**src/rtl/safe_mode_ctrl_mux.sv**
```systemverilog
// safe_mode_ctrl_mux: filtered fault latch that gates control enables into a safe set until a cleared, fault-free recovery window.
module safe_mode_ctrl_mux #(
    parameter int N_CTRL      = 3,
    parameter int FILTER_LEN  = 2,
    parameter int RECOVER_LEN = 8,
    parameter int CNT_W       = 8
) (
    input  logic              clk,
    input  logic              rst,
    input  logic              fault_in,
    input  logic              force_safe,
    input  logic              clear_req,
    input  logic [N_CTRL-1:0] ctrl_normal,
    input  logic [N_CTRL-1:0] ctrl_safe,
    output logic [N_CTRL-1:0] ctrl_out,
    output logic              safe_mode,
    output logic [1:0]        state_o,
    output logic              clear_ack,
    output logic [CNT_W-1:0]  fault_count
);
    localparam int FW = (FILTER_LEN > 1) ? $clog2(FILTER_LEN) : 1;
    localparam int RW = (RECOVER_LEN > 1) ? $clog2(RECOVER_LEN) : 1;
    typedef enum logic [1:0] {NORMAL = 2'b00, SAFE = 2'b01, RECOVER = 2'b10, BAD = 2'b11} state_t;
    state_t           r_state;
    logic [FW-1:0]    r_filt;
    logic [RW-1:0]    r_rec;
    logic [CNT_W-1:0] r_count;
    logic             r_ack;
    logic [CNT_W-1:0] w_count_inc;
    logic             w_fault;
    assign w_fault     = fault_in || force_safe;
    assign w_count_inc = (r_count == '1) ? r_count : r_count + 1'b1;
    always_ff @(posedge clk) begin
        if (rst) begin
            r_state <= NORMAL;
            r_filt  <= '0;
            r_rec   <= '0;
            r_count <= '0;
            r_ack   <= 1'b0;
        end else begin
            r_ack <= 1'b0;
            case (r_state)
                NORMAL: begin
                    if (force_safe || (fault_in && r_filt == FW'(FILTER_LEN - 1))) begin
                        r_state <= SAFE;
                        r_filt  <= '0;
                        r_count <= w_count_inc;
                    end else begin
                        r_filt <= fault_in ? r_filt + 1'b1 : '0;
                    end
                end
                SAFE: begin
                    if (clear_req && !w_fault) begin
                        r_state <= RECOVER;
                        r_ack   <= 1'b1;
                        r_rec   <= '0;
                    end
                end
                RECOVER: begin
                    // a fault on the final window cycle still wins over completion
                    if (w_fault) begin
                        r_state <= SAFE;
                        r_rec   <= '0;
                        r_count <= w_count_inc;
                    end else if (r_rec == RW'(RECOVER_LEN - 1)) begin
                        r_state <= NORMAL;
                        r_rec   <= '0;
                    end else begin
                        r_rec <= r_rec + 1'b1;
                    end
                end
                default: r_state <= SAFE;
            endcase
        end
    end
    assign safe_mode   = (r_state != NORMAL);
    assign ctrl_out    = safe_mode ? ctrl_safe : ctrl_normal;
    assign state_o     = r_state;
    assign clear_ack   = r_ack;
    assign fault_count = r_count;
endmodule

```
**config.mk**
```make
export PLATFORM = sky130hd
export DESIGN_NAME = safe_mode_ctrl_mux
export DESIGN_NICKNAME = d
export VERILOG_FILES = /design/src/rtl/safe_mode_ctrl_mux.sv
export SDC_FILE = /design/constraint.sdc
export NUM_CORES = 1
export LEC_CHECK = 0
export CAP_MARGIN = 5
export CORE_MARGIN = 3
export CORE_UTILIZATION = 40
export CTS_CLUSTER_DIAMETER = 120
export CTS_CLUSTER_SIZE = 12
export DETAILED_ROUTE_END_ITERATION = 10
export GPL_TIMING_DRIVEN = 0
export HOLD_SLACK_MARGIN = 0.05
export PLACE_DENSITY = 0.73
export SYNTH_ARGS = -nofsm -noshare
export SYNTH_HDL_FRONTEND = slang
export SYNTH_SLANG_ARGS = --single-unit
```
**constraint.sdc**
```tcl
create_clock -name clk -period 1.7 [get_ports clk]
set_input_delay 0.34 -clock clk [delete_from_list [all_inputs] [get_ports clk]]
set_output_delay 0.34 -clock clk [all_outputs]
set_load 0.01 [all_outputs]
```
==> impl_metrics.py <==
metrics = {
    "layout": {
        "nNetsFinal": 130,
        "fillers": 159,
        "area_growth_pct": 48.2,
        "diodes": 0,
        "final_area_mm2": 0.00111,
        "final_common_cell": "clkdlybuf4s50_1",
        "fin_util_pct": 63.5,
        "drive_above_1_share_pct": 18.3,
        "final_cell_mix": "clkdlybuf4s50_1 (19), dfxtp_1 (12), nor2_1 (10)",
    },
    "place": {
        "place_congestion": 0.778,
        "place_area_mm2": 0.00102,
        "place_hpwl_mm": 1.40,
        "io_buffers": 24,
    },
    "synth": {
        "syn_nets": 100,
        "post-synth-top-area-cell": "dfxtp_1",
        "synth_warnings": 0,
        "async_reset_ff_share_pct": 0,
        "yosysSeqAreaShare_pct": 40.1,
        "ys.flop_type": "dfxtp_1",
        "synth_edf_count": 0,
        "yosysUniqueCellTypes": 32,
        "synth_top_area_share_pct": 40.1,
        "ys_ff_latch": 15,
        "synth_cells": 86,
        "synth.area.top_cells": "dfxtp_1 (40%), ha_1 (5.0%), nor2_1 (5.0%)",
        "synth.avg_cell_area_um2": 8.70,
        "synth_area_um2": 748,
    },
    "pwr": {
        "p_leak_nw": 0.426,
        "peakVddDrop_mv": 0.407,
        "power_w": 0.000728,
        "p_per_area_mw_per_mm2": 656,
    },
    "setup_path": {
        "cp.arrival_ns": 1.36,
        "cp-start-kind": "flip-flop",
        "r2r-end": "fault_count[5]",
        "r2r_slack_ns": 0.09,
        "critPathMaxFanout": 7,
        "path_cells": "or2_4 -> mux2_4 -> buf_6",
        "cp_slowest_stage_delay_ns": 0.38,
        "rr_startpoint": "fault_count[0]",
        "end_kind": "output port",
        "cp.required_ns": 1.36,
        "path_delay_family": "flip-flops",
        "reg2regPathDepth": 5,
        "path_buf_inv": 1,
        "slowest_stage": "dfxtp_4",
        "critical_path_class": "reg -> out",
    },
    "clocking": {
        "cts_root_buf": "clkbuf_4",
        "numCtsBuffers": 3,
        "cts_tree": "done",
        "cts.reportedPaths.clkPinSlew_ns": 0.10,
        "clock-sinks": 15,
        "clk_path_buf_depth": 2,
        "htreeDepth": 1,
        "clk_latency_ns": 0.29,
    },
    "drt": {
        "ant_nets": 0,
        "wl_mm": 1.87,
        "viasPerCell": 5.39,
        "drc": 0,
        "initialDrtViolationCount": 16,
        "drtPass1Iterations": 4,
        "routed-via-count": 754,
        "wl_per_cell_um": 13.4,
    },
    "floorplanning": {
        "dieWidth_um": 49.3,
        "start_util_pct": 42.9,
        "dieArea_mm2": 0.00243,
        "core_area_mm2": 0.00175,
        "floorplan.die.height_um": 49.3,
        "io-pin-count": 26,
        "rows": 15,
    },
    "sta": {
        "skew_ns": 0.00224,
        "hold_violations": 0,
        "setup_tns_ns": 0,
        "fin_crit_ns": 1.70,
        "fmax_mhz": 589,
        "fin_crit_sh_pct": 99.8,
        "worstMarginPinSlew_ns": 0.504,
        "holdWs_ns": 0.355,
        "drv_slew": 0,
        "setup_viol": 0,
        "grt_setup_unrepaired": "yes",
        "slew_headroom_pct": 66.4,
    },
    "global_route": {
        "grt_pass1_wl_mm": 3.31,
        "grt_max_degree": 11,
        "grt_pass1_vias": 713,
        "grt-ovfl-total": 0,
        "antenna_found_initial": 0,
        "grt_usage_pct": 17.4,
    },
    "hold_path": {
        "hold_depth": 2,
        "hold_path_class": "in -> reg",
        "min-delay-start": "force_safe",
        "min_to": "clear_ack",
    },
    "flow_run": {
        "drv_cap": 0,
    },
    "outcome": {
        "status": "complete, no violations",
    },
}
==> cell usage after synthesis, drive strengths merged (2+ instances only) <==
cell / count
ha: 3
a21oi: 7
nor2: 10
nor4: 3
mux2: 3
inv: 6
a22oi: 3
and3: 2
nor3: 5
a211oi: 2
and4: 2
dfxtp: 15
clkbuf: 4
nand3: 3
or3: 2
==> final cells by class <==
cell class              count  area [µm²]  share of cell area (%)
clock buffers               4        26.3                    2.37
multi-input cells          61         445                    40.2
plain buffers               2        8.76                   0.790
well taps                  25        31.3                    2.82
flip-flops and latches     15         307                    27.7
inverters                   6        22.5                    2.03
repair buffers             27         268                    24.2
==> layer usage <==
metal,global-route usage (%),vias up,share of wire (%)
met2,28.3,10,50
met1,21.7,362,46
li1,-,380,-
met4,7.58,0,0.80
met5,0,-,0
met3,3.98,2,2.5
==> metrics by stage <==
stage               worst slack (ns)  instances
detailed placement            -0.414        135
finish                       0.00331        140
CTS                          -0.0663        140
global route                 -0.0423        140
floorplan                     0.0735         86
global placement              -0.373        135
==> kinds of logic (layout without fill, tap and decap cells) <==
group	count (synthesis)	count (layout)	synth area share (%)
AND/OR/NAND/NOR	32	32	22.7
buffers and inverters	10	39	5.18
multiplexers	4	4	5.85
XOR/XNOR	1	1	1.17
AO/OA/AOI/OAI	21	21	19.9
flip-flops	15	15	40.1
adder cells (fa/ha/maj)	3	3	5.02
==> sequential cells by signal, summed over array words and instances (netlist names) <==
name,count
fault_count,8
clear_ack,1
r_filt,1
state_o,2
r_rec,3
==> worst max-delay path by stage <==
stage / endpoint / from / cells past startpoint / slack (ns)
after floorplan: ctrl_out[0] / state_o[0] / 4 / 0.07
after global placement: ctrl_out[0] / state_o[0] / 5 / -0.37
after detailed placement: ctrl_out[0] / state_o[0] / 5 / -0.41
after CTS: ctrl_out[1] / state_o[0] / 4 / -0.07
after global routing: ctrl_out[0] / state_o[1] / 3 / -0.04
final: ctrl_out[0] / state_o[1] / 3 / 0.003
==> where the power goes <==
group | internal, W | switching, W
combinational | 0.0000812 | 0.0000625
sequential | 0.000359 | 0.0000102
clock | 0.0000912 | 0.000123
total | 0.000532 | 0.000196
==> what timing repair did <==
item                                    4_1_cts  5_1_grt
pin swaps                                     0        1
endpoints found under the setup margin        4        7
setup buffers                                 2        1
gates resized for setup                      22        9
gates cloned                                  0        0
hold buffers                                  0        0
No activity file was read; power rests on OpenSTA's default activity.
==> RTL change 1, RTL diff (same settings) <==
Change the parameter `RECOVER_LEN` from 8 to 4.
--- a/src/rtl/safe_mode_ctrl_mux.sv
+++ b/src/rtl/safe_mode_ctrl_mux.sv
@@ -2,7 +2,7 @@
 module safe_mode_ctrl_mux #(
     parameter int N_CTRL      = 3,
     parameter int FILTER_LEN  = 2,
-    parameter int RECOVER_LEN = 8,
+    parameter int RECOVER_LEN = 4,
     parameter int CNT_W       = 8
 ) (
     input  logic              clk,
Formal check against the unedited RTL: not equivalent (Yosys sat finds a counterexample within 10 cycles, from zero or initial values and one cycle with rst high).
==> RTL change 1 against the original RTL <==
  * The flow now finishes with violations (setup timing)
  * Final area up 0.90%
  * Critical path depth unchanged
  * Hold slack improved by 0.092 ns
  * Sequential cell count shrank 1
  * Non-clock buffer count up 1
  * Setup slack got worse by 0.0068 ns
  * Register-to-register slack improved by 0.05 ns
  * Count of clock-buffer cells in the layout is the same
  * Wire length shrank 0.75%
  * Via count is 0.80% higher
  * Total power grew 1.2%
  * Synthesized cell count stayed put
  * Synthesized area is 2.0% higher
==> RTL change 1: results (changes against the original RTL) <==
Status
  – Status: finished, violations left
  – Failing checks: setup timing

Pwr
  – Max IR drop VDD: 0.4918 mV (+21%)
  – P_seq: 0.000346 W (-6.5%)
  – Sw frac: 0.2506 (-0.01858)
  – Leakage: 0.4240 nW (-0.38%)
  – Clock Power: 0.000239 W (+12%)

Hold path
  – Hold path start: fault_in
  – Cells on Worst Hold Path: 2 (unchanged)
  – Hold path endpoint: clear_ack

STA
  – Setup Viol. Count Final: 1 (+1)
  – Rel. slew slack: 0.7440 (+0.07974)
  – Fin worst setup slack: -0.003507 ns (-0.006813 ns)
  – Hold_ws: 0.4475 ns (+0.09223 ns)
  – Worst clock skew: 0.008853 ns (+0.006611 ns)

Route
  – Starting DRT DRC Count: 11 (-5)
  – Routed wire length: 1856 um (-0.75%)
  – Vias: 760 (+0.80%)
  – Vias/cell: 5.429 (+0.80%)
  – First drt pass iteration count: 4 (unchanged)

Global route
  – Gr usage total: 0.1657 (-0.008306)
  – First-pass GRT wire length: 3194 um (-3.4%)
  – Largest net degree at the start of global routing: 11 (unchanged)
  – Vias in the first global route: 692 (-2.9%)

Yosys
  – Most frequent cells after synthesis: 14 x dfxtp_1, 8 x nor2_1, 7 x a21oi_1, 6 x inv_1
  – Register area share after synthesis: 0.3672 (-0.03412)
  – Syn_nets: 99 (-1.0%)
  – Mean Syn Cell Area: 8.875 um2 (+2.0%)
  – Area contributors post-synth: dfxtp_1 37%, a21oi_1 4.6%, mux2_2 4.4%
  – Synth warn: 0 (unchanged)
  – Distinct cells, synth: 39 (+22%)

Placed design
  – Gpl congestion: 0.7956 (+2.3%)
  – I/O Buffers: 25 (+4.2%)
  – Placed instance count: 136 (+0.74%)
  – Post-DP HPWL: 1342 um (-3.9%)
  – Worst slack, placed: -0.3536 ns (+0.06092 ns)

Setup path
  – Delay-heaviest family, CP: flip-flops
  – Reg2reg end: fault_count[3]
  – Origin of the worst setup path: state_o[1]
  – Critical path data arrival time: 1.36 ns (about the same)
  – Worst Setup EP: ctrl_out[1]
  – Worst reg-to-reg setup slack: 0.14 ns (+0.05 ns)
  – R2R cell count: 5 (unchanged)
  – Max FO, Critical Path: 6 (-1)
  – Reg2reg start: fault_count[0]

Clocking
  – CTS Buffer Depth: 2 (unchanged)
  – TritonCTS Buffers: 3 (unchanged)
  – Clock latency on the worst-skew pair: roughly 0.28 ns

Cells and area
  – Antenna fix cells: 0 (unchanged)
  – Layout cell share with drive strength beyond 1: 0.2435 (+0.06087)
  – Final net count: 129 (-0.77%)
  – Number of flip-flops in the largest register: 8 (unchanged)
RTL change 1: cell count changes after synthesis, moves of 2 or more:
cell      before  now
a22oi_1        3    0
clkbuf_1       3    1
nor2_1        10    8
buf_2          0    2
o21ai_0        1    3
and4_1         2    0
nor3_1         5    3
RTL change 1: logic make-up after synthesis:
| kind of cell | Yosys count | synth area share |
|---|---|---|
| and+or+nand+nor | 29 | 0.2230 |
| buffers and inverters | 11 | 0.07211 |
| adders and majority gates | 2 | 0.03278 |
| AOI/OAI and AO/OA | 24 | 0.2229 |
| xor gates and xnor gates | 1 | 0.01148 |
| DFF | 14 | 0.3672 |
| muxes | 5 | 0.07049 |
RTL change 1: metrics by stage:
| stage | power, W | TNS [ns] | instance area (um2) |
|---|---|---|---|
| finish | 0.0007366 | -0.003507 | 1119 |
| global route | 0.0007750 | -0.09546 | 1119 |
| CTS | 0.0007449 | -0.1177 | 1105 |
| detailed placement | 0.0004955 | -2.527 | 1045 |
| global placement | 0.0004926 | -2.300 | 1045 |
| floorplan | 0.0004233 | 0 | 763.2 |
RTL change 1: repair_timing:
| item | in CTS | in global routing |
|---|---|---|
| resized for setup | 22 | 5 |
| endpoints found under the setup margin | 4 | 8 |
| pin swaps | 1 | 1 |
| setup buffers | 2 | 1 |
RTL change 1: final cells by class:
cell class / count / area (um2)
buffer: 2 / 21.27
clock buffer: 4 / 36.28
fill: 159 / 645.6
inverter: 6 / 22.52
multi-input combinational: 61 / 442.9
sequential: 14 / 286.5
tap: 25 / 31.28
timing repair buffer: 28 / 277.8
RTL change 1: routing by layer:
metal  vias up  wire length, um  track usage  part of all wire
met5         -                0            0                 0
met4         0               10      0.01382            0.0054
met3         2              123      0.06949             0.066
met2        26              889       0.2533              0.48
met1       351              832       0.2253              0.45
li1        381                -            -                 -
==> RTL change 2, RTL diff (same settings) <==
Made on the original files. Make the reset (`rst`) asynchronous in one clocked block.
--- a/src/rtl/safe_mode_ctrl_mux.sv
+++ b/src/rtl/safe_mode_ctrl_mux.sv
@@ -30,7 +30,7 @@
     logic             w_fault;
     assign w_fault     = fault_in || force_safe;
     assign w_count_inc = (r_count == '1) ? r_count : r_count + 1'b1;
-    always_ff @(posedge clk) begin
+    always_ff @(posedge clk or posedge rst) begin
         if (rst) begin
             r_state <= NORMAL;
             r_filt  <= '0;
Formal check against the unedited RTL: differs if rst is asserted again (counterexample within 4 cycles, from zero or initial values and one cycle with rst high); with rst held inactive, the same outputs for 10 cycles.
==> RTL change 2 against the original RTL <==
  * The run now ends with setup timing left
  * Core utilization grew 2.7 points
  * Via count shrank 0.93%
  * Final cell count is the same
  * Setup slack lost 0.073 ns
  * Sequential cell count is the same
  * First-iteration DRC count grew 13%
  * Final area grew 8.7%
  * Wire length shrank 5.8%
  * Synthesized area grew 8.2%
  * Maximum frequency shrank 4.1%
  * Critical endpoint is now ctrl_out[1]
Power is not compared: it rests on default switching activity, and its combinational part moved more than twofold at a synthesized area within 25%.
==> RTL change 2: results (changes against the original RTL) <==
Clocking
  – Post-CTS Setup Repair Bufs: 3 (+1)
  – Post-cts resize count: 21 (-4.5%)

Setup path
  – CP max stage cell: dfrtp_1
  – Origin of the worst setup path: state_o[0]
  – Worst Setup EP: ctrl_out[1]
  – Reg2reg end: fault_count[7]
  – Max FO, Critical Path: 4 (-3)
  – R2R cell count: 4 (-1)
  – Worst reg-to-reg setup slack: 0.16 ns (+0.07 ns)
  – Critical path data arrival time: 1.43 ns (+0.07 ns)

Yosys
  – Area contributors post-synth: dfrtp_1 46%, mux2_2 5.6%, ha_1 4.6%
  – Mapped Area: 809.5 um2 (+8.2%)
  – Area share of the largest cell type after synthesis: 0.4637 (+0.06234)
  – Register area share after synthesis: 0.4637 (+0.06234)
  – Asr flop ratio synth: 1.000 (+1.000)
  – Most frequent cells after synthesis: 15 x dfrtp_1, 8 x nand2_1, 7 x nor2_1
  – Syn_nets: 95 (-5.0%)
  – Distinct cells, synth: 30 (-6.3%)

Route
  – Vias: 747 (-0.93%)
  – Starting DRT DRC Count: 18 (+2)
  – Vias/cell: 5.336 (-0.93%)
  – Wire per inst: 12.59 um (-5.8%)

Cells and area
  – Non-clk invs: 3 (-3)
  – Signal buffers share of area: 0.2503 (+0.0008221)
  – Area of the multi-input gates: 456.7 um2 (+2.5%)
  – Multi-input comb cells: 62 (+1.6%)
  – Final clock-cell share: 0.02181 (-0.001895)
  – Number of fill cells: 149 (-6.3%)
  – Buffers excl. clock: 31 (+6.9%)
  – Sequential share of cell area: 0.3136 (+0.03708)
  – Layout cell share with drive strength beyond 1: 0.2261 (+0.04348)

Placed design
  – Placed instance count: 131 (-3.0%)
  – Cell Area, Placed: 1091 um2 (+6.9%)
  – Post-DP HPWL: 1307 um (-6.4%)
  – Gpl congestion: 0.8034 (+3.3%)
  – I/O Buffers: 25 (+4.2%)

Global route
  – Initial antenna violation count: 0 (unchanged)
  – Largest net degree at the start of global routing: 16 (+5)
  – First-pass GRT wire length: 3174 um (-4.0%)
  – Vias in the first global route: 768 (+7.7%)

STA
  – Setup Viol. Count Final: 3 (+3)
  – Worst clock skew: 0.005114 ns (+0.002872 ns)
  – Worst slew pin tran: 0.5754 ns (+0.07184 ns)
  – Fin worst setup slack: -0.06950 ns (-0.07280 ns)

Status
  – Failing checks: setup timing
  – Status: finished, violations left

Hold path
  – HP Class: in2async
RTL change 2: metal layers:
metal | routed length, um | global-route usage | up-vias
met3 | 138 | 0.02915 | 4
met5 | 0 | 0 | -
li1 | - | - | 360
met2 | 813 | 0.2768 | 32
met4 | 24 | 0.07623 | 0
met1 | 785 | 0.1952 | 351
RTL change 2: logic make-up (layout without fill, tap and decap cells):
logic type | Yosys count | in the layout | synth area share
simple gates | 39 | 39 | 0.2674
flops | 15 | 15 | 0.4637
compound gates | 11 | 11 | 0.09120
mux | 5 | 5 | 0.06955
xor+xnor | 4 | 4 | 0.04328
buf+inv | 4 | 38 | 0.01854
fa+ha+maj | 3 | 3 | 0.04637
RTL change 2: stage by stage:
stage / TNS [ns] / setup slack, ns
2_1_floorplan: 0 / 0.04297
3_3_place_gp: -3.319 / -0.5078
3_5_place_dp: -3.503 / -0.5329
4_1_cts: -0.2090 / -0.07094
5_1_grt: -0.4019 / -0.1347
6_report: -0.2058 / -0.06950
